## src/rtl/pipeline_ctrl_pkg.sv

```systemverilog
// Shared constants and state encoding for the pipeline hazard controller.
package pipeline_ctrl_pkg;

    localparam int          FLUSH_CYCLES_DEF = 2;
    localparam logic [4:0]  REG_X0           = 5'd0;

    typedef enum logic [1:0] {
        ST_RUN        = 2'd0,
        ST_MEM_WAIT   = 2'd1,
        ST_TRAP_FLUSH = 2'd2
    } state_e;

    localparam logic [1:0] S_RUN        = ST_RUN;
    localparam logic [1:0] S_MEM_WAIT   = ST_MEM_WAIT;
    localparam logic [1:0] S_TRAP_FLUSH = ST_TRAP_FLUSH;

endpackage

```

## src/rtl/pipeline_ctrl_fwd_sel.sv

```systemverilog
// One ID operand's forwarding selector: EX > MEM > WB priority, x0 never forwarded.
module fwd_sel
    import pipeline_ctrl_pkg::*;
(
    input  logic [4:0]  src_i,
    input  logic        use_i,
    input  logic [4:0]  ex_rd_i,
    input  logic        ex_we_i,
    input  logic        ex_is_ld_i,
    input  logic [31:0] ex_dat_i,
    input  logic [4:0]  mem_rd_i,
    input  logic        mem_we_i,
    input  logic [31:0] mem_dat_i,
    input  logic [4:0]  wb_rd_i,
    input  logic        wb_we_i,
    input  logic [31:0] wb_dat_i,
    output logic        is_fwd_o,
    output logic [31:0] dat_o,
    output logic        ld_hit_o
);

    // Priority match; a load in EX claims the operand but has no data yet,
    // so older stages must not supply a stale value in its place.
    always_comb begin
        is_fwd_o = 1'b0;
        dat_o    = 32'd0;
        ld_hit_o = 1'b0;
        if (use_i && (src_i != REG_X0)) begin
            if (ex_we_i && (ex_rd_i == src_i)) begin
                if (ex_is_ld_i) begin
                    ld_hit_o = 1'b1;
                end else begin
                    is_fwd_o = 1'b1;
                    dat_o    = ex_dat_i;
                end
            end else if (mem_we_i && (mem_rd_i == src_i)) begin
                is_fwd_o = 1'b1;
                dat_o    = mem_dat_i;
            end else if (wb_we_i && (wb_rd_i == src_i)) begin
                is_fwd_o = 1'b1;
                dat_o    = wb_dat_i;
            end else begin
                is_fwd_o = 1'b0;
            end
        end else begin
            is_fwd_o = 1'b0;
        end
    end

endmodule

```

## src/rtl/pipeline_ctrl.sv

```systemverilog
// Pipeline hazard controller: operand forwarding, load-use/memory stalls,
// branch redirect flush and multi-cycle trap flush, plus a stall counter.
module pipeline_ctrl
    import pipeline_ctrl_pkg::*;
#(
    parameter int FLUSH_CYCLES = FLUSH_CYCLES_DEF
) (
    input  logic        clk_i,
    input  logic        rst_ni,
    input  logic [4:0]  id_rs1_i,
    input  logic [4:0]  id_rs2_i,
    input  logic        id_use_rs1_i,
    input  logic        id_use_rs2_i,
    input  logic [4:0]  ex_rd_i,
    input  logic        ex_we_i,
    input  logic        ex_is_ld_i,
    input  logic [31:0] ex_dat_i,
    input  logic [4:0]  mem_rd_i,
    input  logic        mem_we_i,
    input  logic [31:0] mem_dat_i,
    input  logic        mem_busy_i,
    input  logic [4:0]  wb_rd_i,
    input  logic        wb_we_i,
    input  logic [31:0] wb_dat_i,
    input  logic        ex_redirect_i,
    input  logic        trap_i,
    output logic        is_fwd_a_o,
    output logic        is_fwd_b_o,
    output logic [31:0] dat_fwd_a_o,
    output logic [31:0] dat_fwd_b_o,
    output logic        stall_if_o,
    output logic        stall_id_o,
    output logic        stall_ex_o,
    output logic        bubble_ex_o,
    output logic        flush_id_o,
    output logic [31:0] stall_cnt_o
);

    localparam int              CNT_W      = (FLUSH_CYCLES > 1) ? $clog2(FLUSH_CYCLES) : 1;
    localparam logic [CNT_W-1:0] CNT_RELOAD = CNT_W'(FLUSH_CYCLES - 1);
    localparam logic [CNT_W-1:0] CNT_ONE    = CNT_W'(1);

    logic [1:0]       state_q, state_d;
    logic [CNT_W-1:0] cnt_q, cnt_d;
    logic [31:0]      stall_cnt_q, stall_cnt_d;

    logic        fwd_a_s, fwd_b_s, ld_hit_a_s, ld_hit_b_s, load_use_s;
    logic [31:0] dat_a_s, dat_b_s;
    logic        stall_if_s, stall_id_s, stall_ex_s, bubble_s, flush_s;

    fwd_sel u_fwd_a (
        .src_i      (id_rs1_i),
        .use_i      (id_use_rs1_i),
        .ex_rd_i    (ex_rd_i),
        .ex_we_i    (ex_we_i),
        .ex_is_ld_i (ex_is_ld_i),
        .ex_dat_i   (ex_dat_i),
        .mem_rd_i   (mem_rd_i),
        .mem_we_i   (mem_we_i),
        .mem_dat_i  (mem_dat_i),
        .wb_rd_i    (wb_rd_i),
        .wb_we_i    (wb_we_i),
        .wb_dat_i   (wb_dat_i),
        .is_fwd_o   (fwd_a_s),
        .dat_o      (dat_a_s),
        .ld_hit_o   (ld_hit_a_s)
    );

    fwd_sel u_fwd_b (
        .src_i      (id_rs2_i),
        .use_i      (id_use_rs2_i),
        .ex_rd_i    (ex_rd_i),
        .ex_we_i    (ex_we_i),
        .ex_is_ld_i (ex_is_ld_i),
        .ex_dat_i   (ex_dat_i),
        .mem_rd_i   (mem_rd_i),
        .mem_we_i   (mem_we_i),
        .mem_dat_i  (mem_dat_i),
        .wb_rd_i    (wb_rd_i),
        .wb_we_i    (wb_we_i),
        .wb_dat_i   (wb_dat_i),
        .is_fwd_o   (fwd_b_s),
        .dat_o      (dat_b_s),
        .ld_hit_o   (ld_hit_b_s)
    );

    assign load_use_s = ld_hit_a_s | ld_hit_b_s;

    // Control FSM. MEM_WAIT with busy low evaluates exactly like RUN, so the
    // release cycle picks up any redirect or load-use held by the frozen stages.
    always_comb begin
        state_d    = state_q;
        cnt_d      = cnt_q;
        stall_if_s = 1'b0;
        stall_id_s = 1'b0;
        stall_ex_s = 1'b0;
        bubble_s   = 1'b0;
        flush_s    = 1'b0;
        case (state_q)
            S_RUN, S_MEM_WAIT: begin
                if (trap_i) begin
                    flush_s  = 1'b1;
                    bubble_s = 1'b1;
                    state_d  = S_TRAP_FLUSH;
                    cnt_d    = CNT_RELOAD;
                end else if (mem_busy_i) begin
                    stall_if_s = 1'b1;
                    stall_id_s = 1'b1;
                    stall_ex_s = 1'b1;
                    state_d    = S_MEM_WAIT;
                end else if (ex_redirect_i) begin
                    flush_s  = 1'b1;
                    bubble_s = 1'b1;
                    state_d  = S_RUN;
                end else if (load_use_s) begin
                    stall_if_s = 1'b1;
                    stall_id_s = 1'b1;
                    bubble_s   = 1'b1;
                    state_d    = S_RUN;
                end else begin
                    state_d = S_RUN;
                end
            end
            S_TRAP_FLUSH: begin
                flush_s  = 1'b1;
                bubble_s = 1'b1;
                if (trap_i) begin
                    cnt_d = CNT_RELOAD;
                end else if (cnt_q == '0) begin
                    state_d = S_RUN;
                end else begin
                    cnt_d = cnt_q - CNT_ONE;
                end
            end
            default: begin
                state_d = S_RUN;
                cnt_d   = '0;
            end
        endcase
    end

    // Outputs are forced quiet while reset is held, regardless of inputs.
    always_comb begin
        is_fwd_a_o  = rst_ni & fwd_a_s;
        is_fwd_b_o  = rst_ni & fwd_b_s;
        dat_fwd_a_o = rst_ni ? dat_a_s : 32'd0;
        dat_fwd_b_o = rst_ni ? dat_b_s : 32'd0;
        stall_if_o  = rst_ni & stall_if_s;
        stall_id_o  = rst_ni & stall_id_s;
        stall_ex_o  = rst_ni & stall_ex_s;
        bubble_ex_o = rst_ni & bubble_s;
        flush_id_o  = rst_ni & flush_s;
    end

    // Saturating stall-cycle counter.
    always_comb begin
        if (stall_id_o && (stall_cnt_q != 32'hFFFF_FFFF)) begin
            stall_cnt_d = stall_cnt_q + 32'd1;
        end else begin
            stall_cnt_d = stall_cnt_q;
        end
    end

    // State, flush counter and stall counter registers.
    always_ff @(posedge clk_i or negedge rst_ni) begin
        if (!rst_ni) begin
            state_q     <= S_RUN;
            cnt_q       <= '0;
            stall_cnt_q <= 32'd0;
        end else begin
            state_q     <= state_d;
            cnt_q       <= cnt_d;
            stall_cnt_q <= stall_cnt_d;
        end
    end

    assign stall_cnt_o = stall_cnt_q;

endmodule

```

## config.mk

```make
export PLATFORM = sky130hd
export DESIGN_NAME = pipeline_ctrl
export DESIGN_NICKNAME = d
export VERILOG_FILES = /design/src/rtl/pipeline_ctrl_pkg.sv /design/src/rtl/pipeline_ctrl_fwd_sel.sv /design/src/rtl/pipeline_ctrl.sv
export SDC_FILE = /design/constraint.sdc
export NUM_CORES = 1
export LEC_CHECK = 0
export CORE_UTILIZATION = 41
export CTS_BUF_LIST = sky130_fd_sc_hd__clkbuf_4 sky130_fd_sc_hd__clkbuf_8 sky130_fd_sc_hd__clkbuf_16
export DETAILED_ROUTE_END_ITERATION = 8
export GPL_ROUTABILITY_DRIVEN = 0
export GPL_TIMING_DRIVEN = 0
export PLACE_DENSITY = 0.89
export SLEW_MARGIN = 20
export SYNTH_ARGS = -nofsm -noshare
export SYNTH_HDL_FRONTEND = slang
export SYNTH_HIERARCHICAL = 1
export SYNTH_SLANG_ARGS = --single-unit
export TNS_END_PERCENT = 10
```

## constraint.sdc

```tcl
create_clock -name clk_i -period 4.3 [get_ports clk_i]
set_input_delay 1.29 -clock clk_i [delete_from_list [all_inputs] [get_ports clk_i]]
set_output_delay 1.29 -clock clk_i [all_outputs]
set_load 0.01 [all_outputs]
```

==> results of run 1 <==
timing repair:
| action | in CTS | in global routing |
|---|---|---|
| gates resized for setup | 471 | 81 |
| pin swaps | 66 | 53 |
| cloned | 0 | 2 |
| hold buffers | 0 | 0 |
| setup endpoints to repair | 88 | 63 |
| buffers inserted | 27 | 6 |
cells in the final DEF, fill, tap and decap left out, types with 11 or more instances in the layout:
master / instances
nand4_1: 78
xnor2_1: 26
xnor2_2: 15
buf_2: 75
clkbuf_2: 18
buf_6: 29
clkbuf_1: 22
o31ai_2: 21
o31ai_1: 34
o31ai_4: 11
dfrtp_1: 35
and2_1: 68
nand2_1: 11
a31oi_1: 61
buf_4: 39
clkdlybuf4s50_1: 135
nand3_1: 21
and3_1: 70
nor2b_1: 64
o211ai_1: 64
critical path, stage by stage:
cell and delay [ns]:
buf_8 0.09, buf_6 0.13, xor2_2 0.18, nor4_4 0.28, buf_6 0.18, buf_6 0.15
o211ai_1 0.12, a31oi_1 0.25, and2_1 0.16, clkdlybuf4s15_2 0.21
Yosys cell counts (3+ instances only):
library cell	n
a21oi_1	4
a31oi_1	67
and2_1	68
and3_1	70
and4_1	4
buf_2	18
buf_4	11
buf_6	16
clkbuf_1	47
dfrtp_1	35
inv_1	4
nand2_1	15
nand3_1	21
nand4_1	78
nand4_2	3
nor2_1	6
nor2b_1	64
nor3_1	4
nor4_4	3
o211ai_1	64
o21a_1	4
o31ai_1	66
or2_1	3
xnor2_1	44
xor2_1	13
state kept, by name (all words and copies together), names as in the netlist:
name,flops
cnt_q,1
stall_cnt_o,32
state_q,2
cell type report:
class / count / area (sq um)
inverters: 4 / 15.0
flip-flops and latches: 35 / 876
fillers: 1102 / 4260
clock inverters: 1 / 5.00
repair buffers: 268 / 2340
well taps: 176 / 220
clock buffers: 7 / 140
plain buffers: 87 / 667
multi-input cells: 626 / 4930
per-stage QoR:
stage / util / std cells / instance area (sq um) / setup slack [ns]
final: 0.684 / 1204 / 9200 / -0.0444
after detailed placement: 0.621 / 1169 / 8360 / -1.40
after CTS: 0.674 / 1201 / 9070 / -0.139
after global placement: 0.620 / 1168 / 8340 / -1.79
after global routing: 0.684 / 1204 / 9200 / -0.0810
after floorplan: - / 759 / 5780 / -0.0547
report_power, final:
| part | leakage, nW | switching [W] | internal [W] |
|---|---|---|---|
| Combinational | 3.07 | 0.000383 | 0.000349 |
| Clock | 0.0747 | 0.000126 | 0.000226 |
| Sequential | 0.476 | 0.0000257 | 0.000348 |
| Total | 3.62 | 0.000535 | 0.000924 |
per-layer routing:
layer,vias up,routed length (um),global-route usage
li1,3446,-,-
met1,3586,9360,0.413
met2,593,12000,0.564
met3,120,2610,0.0533
met4,0,1490,0.177
met5,-,0,0
kinds of logic after synthesis:
group	count (synthesis)	share of synthesized area
mux	1	0.00196
xor+xnor	59	0.0924
flops	35	0.152
fa+ha+maj	1	0.00217
buf+inv	98	0.0959
simple gates	352	0.385
compound gates	213	0.271
final timing paths:
check	from	to	slack (ns)	depth (start not counted)
max	id_rs2_i[4]	dat_fwd_b_o[10]	-0.04	10
min reg2reg	state_q[0]	state_q[1]	0.44	1
max in group asynchronous	rst_ni	cnt_q	2.69	2
min	state_q[0]	state_q[1]	0.44	1
min in group asynchronous	rst_ni	stall_cnt_o[30]	1.05	1
max reg2reg	stall_cnt_o[0]	stall_cnt_o[30]	2.08	6
==> key figures, run 1 <==
Status
  – Status: finished with violations
  – Violated checks: setup timing

Global routing
  – Gr usage total: 0.336
  – Initial antenna violation count: 0
  – Grt ovf: 0
  – First-pass GRT wire length: 38.8 mm
  – Largest net degree at the start of global routing: 30
  – Vias in the first global route: 7255

Power and ir drop
  – PD cells: 159 mW/mm^2
  – Worst ir drop on vdd: 0.000138 V
  – LEAKAGE: 3.62 nW
  – Final Power: 0.00146 W

Route
  – Antenna-violating nets left: 0
  – Post-Route WL: around 25 mm
  – DR WL/cell: 21.2 um
  – Detailed Routing Iterations Pass 1: 5
  – Drt first-iter violations: a little under 900
  – Via/cell ratio: 6.43
  – Remaining DRCs: 0
  – Total number of vias: 7745

Timing
  – Hold Violations, Final: 0
  – Fmax: between 200 and 250 MHz
  – Pins Over Slew Limit: 0
  – Clock skew: 0.00543 ns
  – Setup violators final: 4
  – Tmin final: 4.34 ns
  – Setup TNS: -0.0660 ns
  – Final setup margin: -0.0444 ns
  – Hold WS: 0.440 ns
  – Final period util: 1.01
  – Worst-Margin Slew: 0.784 ns
  – Max-slew headroom: 0.473
  – RSZ-0062 raised after global routing: true

Layout
  – N_diodes: 0
  – Net count reported at finish: 1160
  – Layout area overhead: 59.8%
  – Fraction of layout cells with a size suffix above 1: 0.278

Clocking
  – Clock slew at reported path FFs: approximately 0.050 ns
  – Num CTS Buffers: 5
  – Root buffer cell: clkbuf_16
  – CTS tree: built
  – Max Root-Sink Buffers: 2
  – Clk sink count: 35
  – Clk_lat worst skew: 0.28 ns
  – H-Tree Depth: 2

Synthesis
  – Mapped Cells: 759
  – Syn. warnings: 6
  – Synth area leaders: dfrtp_1 15%, o31ai_1 8.6%, nand4_1 8.5%
  – Top cell type by total area after synthesis: dfrtp_1
  – Async SR Flop Fraction: 1.00
  – Synth Register Bits: 35
  – Net Count, Synth: 892
  – Synth cell types: 46
  – Number of flops mapped to enable cells by yosys: 0
  – Syn avg cell area: between 7 and 8 sq um
  – Yosys top cell area share: 0.152
  – Area of the mapped netlist: 0.00575 sq mm
  – Prevailing post-synth register cell: dfrtp_1
  – Post-synthesis sequential area ratio: 0.152

Worst hold path
  – Min-Delay Path Class: flip-flop to flip-flop

Critical path
  – CP Capture Type: output pin
  – WP data arrival: 3.05 ns
  – Crit-path max FO: 10
  – Critical path class: input pin to output pin
  – Crit path launch type: input pin
  – Worst Path Required: 3.01 ns

Flow run
  – MaxCap Viol Count: 0

Floorplan
  – Placeable core area: 0.0135 sq mm
  – Starting Density: 0.428
  – Die area: approximately 0.015 sq mm
  – Die Y: 120 um
  – I/O pin count: approximately 240
  – Row cnt: between 40 and 50
  – Chip width: 120 um

Place
  – Post-detail-place hpwl: 18.5 mm
  – I/O Buffers: 233
(Power assumes the default switching activity.)
==> inputs of run 2 (changes only) <==
--- a/config.mk
+++ b/config.mk
@@ -6,7 +6,6 @@
 export NUM_CORES = 1
 export LEC_CHECK = 0
 export CORE_UTILIZATION = 41
-export CTS_BUF_LIST = sky130_fd_sc_hd__clkbuf_4 sky130_fd_sc_hd__clkbuf_8 sky130_fd_sc_hd__clkbuf_16
 export DETAILED_ROUTE_END_ITERATION = 8
 export GPL_ROUTABILITY_DRIVEN = 0
 export GPL_TIMING_DRIVEN = 0
==> run 2 against run 1 <==
  * The flow still finishes with violations (setup timing)
  * Worst setup slack worse by 0.0058 ns
  * Highest routed layer unchanged
  * Critical path depth stayed put
  * Via count increased by 0.52%
  * Combinational power about the same
==> key figures, run 2 (synthesis gave the netlist of run 1 again) <==
Clocking
  – Num CTS Buffers: 5 (unchanged)
  – Max Root-Sink Buffers: 2 (unchanged)
  – Root buffer cell: clkbuf_16 (unchanged)
  – Clk sink count: 35 (unchanged)
  – H-Tree Depth: 2 (unchanged)
  – Clock slew at reported path FFs: 0.05 ns (about the same)
  – Cts hold-fix bufs: 0 (unchanged)
  – Clk_lat worst skew: 0.28 ns (about the same)
  – CTS tree: built (unchanged)

Layout
  – N_diodes: 0 (unchanged)
  – Commonest cells after routing, fill and taps aside: 135 x clkdlybuf4s50_1, 78 x nand4_1, 75 x buf_2 (unchanged)
  – Net count reported at finish: 1160 (unchanged)
  – Leading cell type in the layout, fill and taps excluded: clkdlybuf4s50_1 (unchanged)
  – Layout area overhead: 59.8% (about the same)
  – Max FFs per register: 32 (unchanged)
  – Fillers: 1105 (was 1102)
  – Fraction of layout cells with a size suffix above 1: 0.277 (was 0.278)

Floorplan
  – I/O pin count: 235 (unchanged)
  – Row cnt: 42 (unchanged)
  – Die Y: 120 um (unchanged)
  – Placeable core area: 0.0135 sq mm (unchanged)
  – Die area: 0.0145 sq mm (unchanged)
  – Starting Density: 0.428 (unchanged)
  – Chip width: 120 um (unchanged)

Critical path
  – Crit-path leading delay family: buffers and inverters (unchanged)
  – Critical Path Stages: 10 (unchanged)
  – Worst reg-to-reg path cell count: 6 (unchanged)
  – Critical path class: input pin to output pin (unchanged)
  – Crit path launch type: input pin (unchanged)
  – CP Capture Type: output pin (unchanged)
  – Worst Path Required: 3.01 ns (about the same)
  – Most common cell on crit path: buf_6 (unchanged)
  – CP Cell Sequence: buf_8 > buf_6 > xor2_2 > nor4_4 > buf_6 > buf_6 > o211ai_1 > a31oi_1 > and2_1 > clkdlybuf4s15_2 (unchanged)
  – WP data arrival: 3.06 ns (was 3.05 ns)
  – Buf+Inv Stages, Crit Path: 5 (unchanged)
  – CP max-delay cell: nor4_4 (unchanged)
  – Crit-path max FO: 10 (unchanged)
  – CP peak stage delay: 0.28 ns (about the same)

Status
  – Status: finished with violations (unchanged)
  – Violated checks: setup timing (unchanged)

Worst hold path
  – Hold path depth: 1 (unchanged)
  – Min-Delay Path Class: flip-flop to flip-flop (unchanged)

Global routing
  – Gr usage total: 0.336 (about the same)
  – Vias in the first global route: 7250 (was 7255)
  – Initial antenna violation count: 0 (unchanged)
  – Grt ovf: 0 (unchanged)
  – Largest net degree at the start of global routing: 30 (unchanged)
  – First-pass GRT wire length: 38.8 mm (about the same)

Route
  – Post-Route WL: 25.6 mm (was 25.5 mm)
  – Antenna-violating nets left: 0 (unchanged)
  – Detailed Routing Iterations Pass 1: 5 (unchanged)
  – Via/cell ratio: 6.47 (was 6.43)
  – Remaining DRCs: 0 (unchanged)
  – DR WL/cell: 21.2 um (about the same)
  – Drt first-iter violations: 951 (was 878)
  – Total number of vias: 7785 (was 7745)

Timing
  – Final setup margin: -0.0502 ns (was -0.0444 ns)
  – Worst-Margin Slew: 0.779 ns (was 0.784 ns)
  – Hold Violations, Final: 0 (unchanged)
  – Clock skew: 0.00571 ns (was 0.00543 ns)
  – Hold WS: 0.440 ns (about the same)
  – Setup violators final: 5 (was 4)
  – RSZ-0062 raised after global routing: true (unchanged)
  – Final period util: 1.01 (about the same)
  – Tmin final: 4.35 ns (was 4.34 ns)
  – Max-slew headroom: 0.477 (was 0.473)
  – Fmax: 230 MHz (about the same)
  – Pins Over Slew Limit: 0 (unchanged)

Power and ir drop
  – Final Power: 0.00145 W (was 0.00146 W)
  – PD cells: 157 mW/mm^2 (was 159 mW/mm^2)
  – Worst ir drop on vdd: 0.000139 V (was 0.000138 V)
  – LEAKAGE: 3.62 nW (about the same)

Place
  – I/O Buffers: 233 (unchanged)
  – Post-detail-place hpwl: 18.5 mm (unchanged)

Flow run
  – MaxCap Viol Count: 0 (unchanged)
-- run 2: cell counts in the layout (fill, tap and decap cells not counted) --
Identical to the previous run, type by type.
-- run 2: repair_timing --
action                                  4_1_cts  5_1_grt
buffers inserted                             27        6
pin swaps                                    66       53
endpoints found under the setup margin       88       63
gates cloned                                  0        2
resized for setup                           471       82
-- run 2: metal layers --
layer,global-route usage,part of all wire
met5,0,0
met4,0.177,0.057
met3,0.0533,0.10
met2,0.564,0.47
met1,0.413,0.37
-- run 2: power breakdown --
group / total (W) / switching, W / internal [W]
sequential: 0.000374 / 0.0000256 / 0.000348
combinational: 0.000734 / 0.000384 / 0.000350
clock: 0.000339 / 0.000126 / 0.000214
-- run 2: per-stage QoR --
step                 util  cells  worst slack [ns]  setup TNS [ns]  instance area (sq um)
floorplan               -    759           -0.0547         -0.0547                   5780
global placement    0.620   1168             -1.79         -106.99                   8340
detailed placement  0.621   1169             -1.40          -67.45                   8360
CTS                 0.674   1201            -0.139           -1.92                   9060
global route        0.683   1204           -0.0810           -1.16                   9190
finish              0.683   1204           -0.0502         -0.0755                   9190
-- run 2: worst paths after layout --
kind	startpoint	slack, ns	endpoint
worst max-delay path	id_rs2_i[4]	-0.05	dat_fwd_b_o[10]
worst min-delay path	state_q[0]	0.44	state_q[1]
worst max register to register	stall_cnt_o[0]	2.06	stall_cnt_o[30]
worst min register to register	state_q[0]	0.44	state_q[1]
max in group asynchronous	rst_ni	2.69	state_q[1]
min in group asynchronous	rst_ni	1.05	stall_cnt_o[30]
-- run 2: layout make-up --
type                            count  area, sq um  share of cell area
Multi-Input combinational cell    626         4940               0.537
Timing Repair Buffer              268         2340               0.254
Sequential cell                    35          876              0.0953
Buffer                             87          667              0.0725
Tap cell                          176          220              0.0240
Clock buffer                        7          133              0.0144
Inverter                            4         15.0             0.00163
Clock inverter                      1         5.00            0.000544
==> inputs of run 3 (changes only) <==
--- a/config.mk
+++ b/config.mk
@@ -10,7 +10,6 @@
 export GPL_ROUTABILITY_DRIVEN = 0
 export GPL_TIMING_DRIVEN = 0
 export PLACE_DENSITY = 0.89
-export SLEW_MARGIN = 20
 export SYNTH_ARGS = -nofsm -noshare
 export SYNTH_HDL_FRONTEND = slang
 export SYNTH_HIERARCHICAL = 1
==> run 3 against run 2 <==
  * The run still ends with setup timing left
  * Design area fell by 3.3%
  * Largest power group unchanged
  * Core utilization is 2.3 points lower
  * Worst hold slack better by 0.0064 ns
  * Critical path depth down 1
  * Via count shrank 1.9%
  * Global-route usage fell by 0.32 points
==> key figures, run 3 (synthesis gave the netlist of run 1 again) <==
Clocking
  – Root buffer cell: clkbuf_16 (unchanged)
  – Max Root-Sink Buffers: 2 (unchanged)
  – Clock slew at reported path FFs: 0.05 ns (about the same)
  – Num CTS Buffers: 5 (unchanged)
  – Clk sink count: 35 (unchanged)
  – Clk_lat worst skew: 0.28 ns (about the same)
  – CTS tree: built (unchanged)
  – Cts hold-fix bufs: 0 (unchanged)
  – H-Tree Depth: 2 (unchanged)

Critical path
  – WP data arrival: 3.06 ns (about the same)
  – Crit path to: stall_if_o (was dat_fwd_b_o[10])
  – Critical path class: input pin to output pin (unchanged)
  – CP Capture Type: output pin (unchanged)
  – R2r startpoint: stall_cnt_o[0] (unchanged)
  – Worst setup path startpoint: id_rs1_i[3] (was id_rs2_i[4])
  – Crit-path max FO: 4 (was 10)
  – R2R Path End: stall_cnt_o[26] (was stall_cnt_o[30])
  – R2R setup slack: 2.12 ns (was 2.06 ns)
  – Worst reg-to-reg path cell count: 6 (unchanged)
  – Worst Path Required: 3.01 ns (about the same)
  – Crit path launch type: input pin (unchanged)

Worst hold path
  – Min-Delay Path Class: flip-flop to flip-flop (unchanged)
  – Hold path depth: 1 (unchanged)

Route
  – Antenna-violating nets left: 0 (unchanged)
  – Remaining DRCs: 0 (unchanged)
  – Post-Route WL: 24.8 mm (was 25.6 mm)
  – Detailed Routing Iterations Pass 1: 6 (was 5)
  – Drt first-iter violations: 1076 (was 951)
  – Via/cell ratio: 6.34 (was 6.47)
  – Total number of vias: 7637 (was 7785)
  – DR WL/cell: 20.6 um (was 21.2 um)

Global routing
  – Initial antenna violation count: 0 (unchanged)
  – Vias in the first global route: 7100 (was 7250)
  – Grt ovf: 0 (unchanged)
  – Gr usage total: 0.333 (was 0.336)
  – First-pass GRT wire length: 38.1 mm (was 38.8 mm)
  – Largest net degree at the start of global routing: 35 (was 30)

Power and ir drop
  – NetSw: 0.000509 W (was 0.000536 W)
  – Int Pwr: 0.000893 W (was 0.000912 W)
  – LEAKAGE: 3.53 nW (was 3.62 nW)
  – PD cells: 158 mW/mm^2 (was 157 mW/mm^2)
  – Worst ir drop on vdd: 0.000133 V (was 0.000139 V)
  – Flop pwr share: 0.267 (was 0.258)
  – Clock Power Share: 0.241 (was 0.235)
  – Switching share of power: 0.363 (was 0.370)
  – Logic pwr share: 0.493 (was 0.507)

Timing
  – Hold Violations, Final: 0 (unchanged)
  – Tmin final: 4.35 ns (about the same)
  – Final setup margin: -0.0548 ns (was -0.0502 ns)
  – RSZ-0062 raised after global routing: true (unchanged)
  – Fmax: 230 MHz (about the same)
  – Setup TNS: -0.193 ns (was -0.0755 ns)
  – Final period util: 1.01 (about the same)
  – Setup violators final: 5 (unchanged)
  – Max-slew headroom: 0.446 (was 0.477)
  – Worst-Margin Slew: 0.825 ns (was 0.779 ns)
  – Clock skew: 0.00453 ns (was 0.00571 ns)
  – Pins Over Slew Limit: 0 (unchanged)

Floorplan
  – Starting Density: 0.428 (unchanged)
  – Die Y: 120 um (unchanged)
  – Row cnt: 42 (unchanged)
  – Chip width: 120 um (unchanged)
  – I/O pin count: 235 (unchanged)
  – Die area: 0.0145 sq mm (unchanged)
  – Placeable core area: 0.0135 sq mm (unchanged)

Layout
  – Layout area overhead: 54.5% (was 59.8%)
  – Leading cell type in the layout, fill and taps excluded: clkdlybuf4s50_1 (unchanged)
  – Max FFs per register: 32 (unchanged)
  – Commonest cells after routing, fill and taps aside: 135 x clkdlybuf4s50_1, 78 x nand4_1, 70 x and3_1 (was 135 x clkdlybuf4s50_1, 78 x nand4_1, 75 x buf_2)
  – N_diodes: 0 (unchanged)
  – Final core utilization: 0.661 (was 0.683)
  – Fraction of layout cells with a size suffix above 1: 0.259 (was 0.277)
  – Net count reported at finish: 1161 (was 1160)

Place
  – Post-detail-place hpwl: 18.4 mm (was 18.5 mm)
  – Place WS: -1.37 ns (was -1.40 ns)
  – I/O Buffers: 233 (unchanged)

Status
  – Status: finished with violations (unchanged)
  – Violated checks: setup timing (unchanged)

Flow run
  – MaxCap Viol Count: 0 (unchanged)
-- run 3: cell count changes in the layout (fill, tap and decap cells not counted), moves of 3 or more --
| cell | change |
|---|---|
| a31oi_2 | -4 |
| buf_6 | +4 |
| xnor2_2 | -3 |
| buf_2 | -6 |
| xnor2_1 | +5 |
| o31ai_1 | +13 |
| o31ai_4 | -9 |
| o31ai_2 | -4 |
| buf_12 | -3 |
| a31oi_1 | +4 |
| clkbuf_2 | +10 |
-- run 3: area by class of cell --
class / count / area (sq um)
buffer: 89 / 622
multi-input combinational: 626 / 4690
fill: 1153 / 4560
tap: 176 / 220
timing repair buffer: 267 / 2320
clock inverter: 1 / 5.00
sequential: 35 / 876
inverter: 4 / 15.0
clock buffer: 7 / 133
-- run 3: layer usage --
layer | wire length, um | share of wire | vias to the layer above | GRT usage
li1 | - | - | 3456 | -
met1 | 9440 | 0.38 | 3484 | 0.420
met2 | 11500 | 0.46 | 573 | 0.548
met3 | 2450 | 0.098 | 124 | 0.0472
met4 | 1430 | 0.058 | 0 | 0.179
met5 | 0 | 0 | - | 0
-- run 3: critical path, stage by stage --
cell and delay (ns):
buf_6 0.11, or4_4 0.53, o21a_4 0.24, nor3b_4 0.16, o21ba_4 0.22, o211ai_4 0.20
inv_2 0.08, buf_6 0.12, buf_6 0.11
-- run 3: through the flow --
stage	power (W)	std cells	hold WS [ns]	cell area, sq um
5_1_grt	0.00147	1205	0.468	8890
6_report	0.00140	1205	0.447	8890
3_3_place_gp	0.000955	1168	0.436	8340
4_1_cts	0.00138	1204	0.450	8880
2_1_floorplan	0.000675	759	0.423	5780
3_5_place_dp	0.000970	1169	0.444	8350
-- run 3: how the worst min path moves through the flow --
stage	slack [ns]	startpoint	end
after global placement	0.44	state_q[0]	state_q[1]
after global routing	0.47	state_q[0]	state_q[1]
after CTS	0.45	state_q[0]	state_q[1]
after floorplan	0.42	state_q[0]	state_q[1]
final	0.45	state_q[0]	state_q[1]
after detailed placement	0.44	state_q[0]	state_q[1]
-- run 3: timing repair --
item | in CTS | in global routing
pin swaps | 66 | 53
buffers inserted | 27 | 5
cloned | 1 | 0
gates resized for setup | 434 | 76
endpoints found under the setup margin | 77 | 70
-- run 3: power groups by stage --
| stage | logic, W | clock network (W) | registers [W] |
|---|---|---|---|
| 2_1_floorplan | 0.000294 | 0 | 0.000381 |
| 3_3_place_gp | 0.000578 | 0 | 0.000377 |
| 3_5_place_dp | 0.000592 | 0 | 0.000379 |
| 4_1_cts | 0.000661 | 0.000342 | 0.000373 |
| 5_1_grt | 0.000730 | 0.000358 | 0.000377 |
| 6_report | 0.000691 | 0.000338 | 0.000374 |
==> edit (flow settings as in run 3) <==
Change the package constant `FLUSH_CYCLES_DEF` from 2 to 4.
--- a/src/rtl/pipeline_ctrl_pkg.sv
+++ b/src/rtl/pipeline_ctrl_pkg.sv
@@ -1,7 +1,7 @@
 // Shared constants and state encoding for the pipeline hazard controller.
 package pipeline_ctrl_pkg;
 
-    localparam int          FLUSH_CYCLES_DEF = 2;
+    localparam int          FLUSH_CYCLES_DEF = 4;
     localparam logic [4:0]  REG_X0           = 5'd0;
 
     typedef enum logic [1:0] {
Check against the original RTL: not equivalent (a bounded check fails within 4 cycles, from zero or initial values and one cycle with rst_ni low).
==> edit against run 3 <==
  * The flow still finishes with violations (negative setup slack)
  * Hold slack gained 0.0062 ns
  * Sequential share of layout area shrank 0.095 points
  * Area after synthesis is 3.2% higher
  * Register-to-register slack improved by 0.11 ns
  * Non-clock buffer count increased by 2
  * Wire length up 5.0%
  * Sequential cell count rose by 1
  * Cell area is 3.9% higher
  * Total power grew 10%
  * Clock skew down 0.0012 ns
  * Worst setup slack gained 0.0079 ns
  * Highest routed layer unchanged
==> edit: results (changes against run 3) <==
| Metric | Value |
|---|---|
| Detail Placement HPWL | 18500 um (+0.38%) |
| Leak pwr | 3.73 nW (+5.7%) |
| DR WL/cell | 21.3 um (+3.4%) |
| Violated checks | negative setup slack |
| Remaining DRCs | 0 (unchanged) |
| Post-synthesis mux area share | 0.801% (+0.60 points) |
| Final worst setup slack | -0.0469 ns (+0.00785 ns) |
| Post-Syn Instances | 773 (+1.8%) |
| Outcome | finished with violations |
| Largest cells by area after synthesis | dfrtp_1, o31ai_1, o211ai_1 |
| Final setup violation count | 4 (-1) |
| Via count | 7971 (+4.4%) |
| RR Endpoint | stall_cnt_o[16]$_DFFE_PN0P_ |
| Vias in the first global route | 7307 (+2.9%) |
| First-pass GRT wire length | 38700 um (+1.4%) |
| Adder-cell share of the synthesized area | 0.421% (+0.20 points) |
| Critical-path top delay cell | clkdlybuf4s50_1 |
| Drt first-iter violations | 1120 (+4.1%) |
| Worst-margin pin slew | 0.458 ns (-0.367 ns) |
| Synthesized net count | 907 (+1.7%) |
| Hold Path Sink | cnt_q[1]$_DFFE_PN0P_ |
| Antenna diodes | 0 (unchanged) |
| Synth Area in Compound Gates | 27.6% (+0.58 points) |
| All-Layer GR Usage | 32.9% (-0.38 points) |
| Sequential element share of the synthesized area | 15.2% (-0.057 points) |
| Distinct cells, synth | 57 (+24%) |
| Drt via density | 6.51 (+2.8%) |
| CP delay by family, top | buffers and inverters |
| Worst Hold Slack | 0.453 ns (+0.00625 ns) |
| Post-Synth XOR/XNOR Area | 8.07% (-1.2 points) |
| Min-Delay Path Class | reg2reg |
| # hold bufs at CTS | 0 (unchanged) |
| Initial antenna violation count | 1 (+1) |
| Pre-CTS WS | -1.41 ns (-0.0385 ns) |
| Clk buf depth | 2 (unchanged) |
| Share of cells above drive strength 1 | 27.6% (+1.7 points) |
| Cts bufs inserted | 5 (unchanged) |
| Reg2Reg Setup Slack | 2.23 ns (+0.11 ns) |
| Largest net degree at the start of global routing | 42 (+20%) |
| Most frequent cells after synthesis | and3_1, nand4_1, and2_1 |
| CP peak stage delay | 0.51 ns (-0.02 ns) |
| Placed cell area | 8510 um^2 (+1.9%) |
| Nets | 1177 (+1.4%) |
| FF-to-FF Start | stall_cnt_o[1]$_DFFE_PN0P_ |
| Clock latency on the worst-skew pair | 0.28 ns (about the same) |
| Maximum vdd drop | 0.000339 V (+150%) |
| Setup Skew | 0.00330 ns (-0.00123 ns) |
| Pre-Repair DR Iteration Count | 9 (+3) |
| Crit-path max FO | 10 (+6) |
## edit: changes by cell type in the layout (fill, tap and decap cells not counted), sizes merged, moves of 3 or more
cell	delta
nand3	-6
clkdlybuf4s15	+5
nor2	+4
a21oi	+4
xnor2	-10
xor2	+4
nand4	-6
clkbuf	-4
a41oi	+3
and3	+3
## edit: timing repair
item	CTS	global route
pin swaps	50	44
setup endpoints to repair	69	67
gates cloned	0	1
hold endpoints to repair	0	0
buffers inserted	29	9
gates resized for setup	413	97
## edit: worst max path at each step
stage	start	to	slack, ns	cells past startpoint
floorplan	id_rs2_i[2]	stall_if_o	0.07	8
global placement	rst_ni	dat_fwd_b_o[30]	-1.63	5
detailed placement	id_rs2_i[0]	stall_if_o	-1.41	11
CTS	id_rs1_i[4]	stall_if_o	-0.09	10
global route	ex_rd_i[1]	dat_fwd_a_o[3]	-0.11	9
finish	ex_we_i	dat_fwd_b_o[17]	-0.05	8
## edit: logic make-up (layout without fill, tap and decap cells)
group                      count (synthesis)  count (layout)
buffers and inverters                    101             372
muxes                                      4               4
and+or+nand+nor                          349             349
adders and majority gates                  2               2
DFF                                       36              36
xor gates and xnor gates                  53              53
AOI/OAI and AO/OA                        228             228
## edit: where the power goes
part | switching (mW) | internal [mW] | total, mW
Combinational | 0.395 | 0.351 | 0.746
Clock | 0.141 | 0.272 | 0.413
Sequential | 0.0282 | 0.362 | 0.391
Total | 0.564 | 0.986 | 1.55
## edit: through the flow
step           TNS (ns)  utilization [%]
2_1_floorplan         0                -
3_3_place_gp    -100.71             60.7
3_5_place_dp     -63.11             60.8
4_1_cts           -1.55             64.9
5_1_grt          -0.976             66.0
6_report         -0.102             66.0
## edit: cell type report
| cell class | count | area (um^2) |
|---|---|---|
| flip-flops and latches | 36 | 901 |
| fillers | 1132 | 4760 |
| plain buffers | 85 | 593 |
| multi-input cells | 636 | 4950 |
| inverters | 6 | 25.0 |
| clock inverters | 3 | 42.5 |
| repair buffers | 273 | 2370 |
| clock buffers | 5 | 125 |
| well taps | 180 | 225 |
## edit: per-layer routing
| metal | GRT usage, % | vias up | share of wire [%] |
|---|---|---|---|
| li1 | - | 3512 | - |
| met1 | 39.4 | 3625 | 35 |
| met2 | 54.9 | 688 | 46 |
| met3 | 6.97 | 146 | 13 |
| met4 | 17.7 | 0 | 5.9 |
| met5 | 0 | - | 0 |
## edit: worst register-to-register path, delay by kind of cell, from the launching register on
kind / cells / cell delay (ns)
and+or+nand+nor: 4 / 0.95
DFF: 1 / 0.43
muxes: 1 / 0.32
adders and majority gates: 1 / 0.26
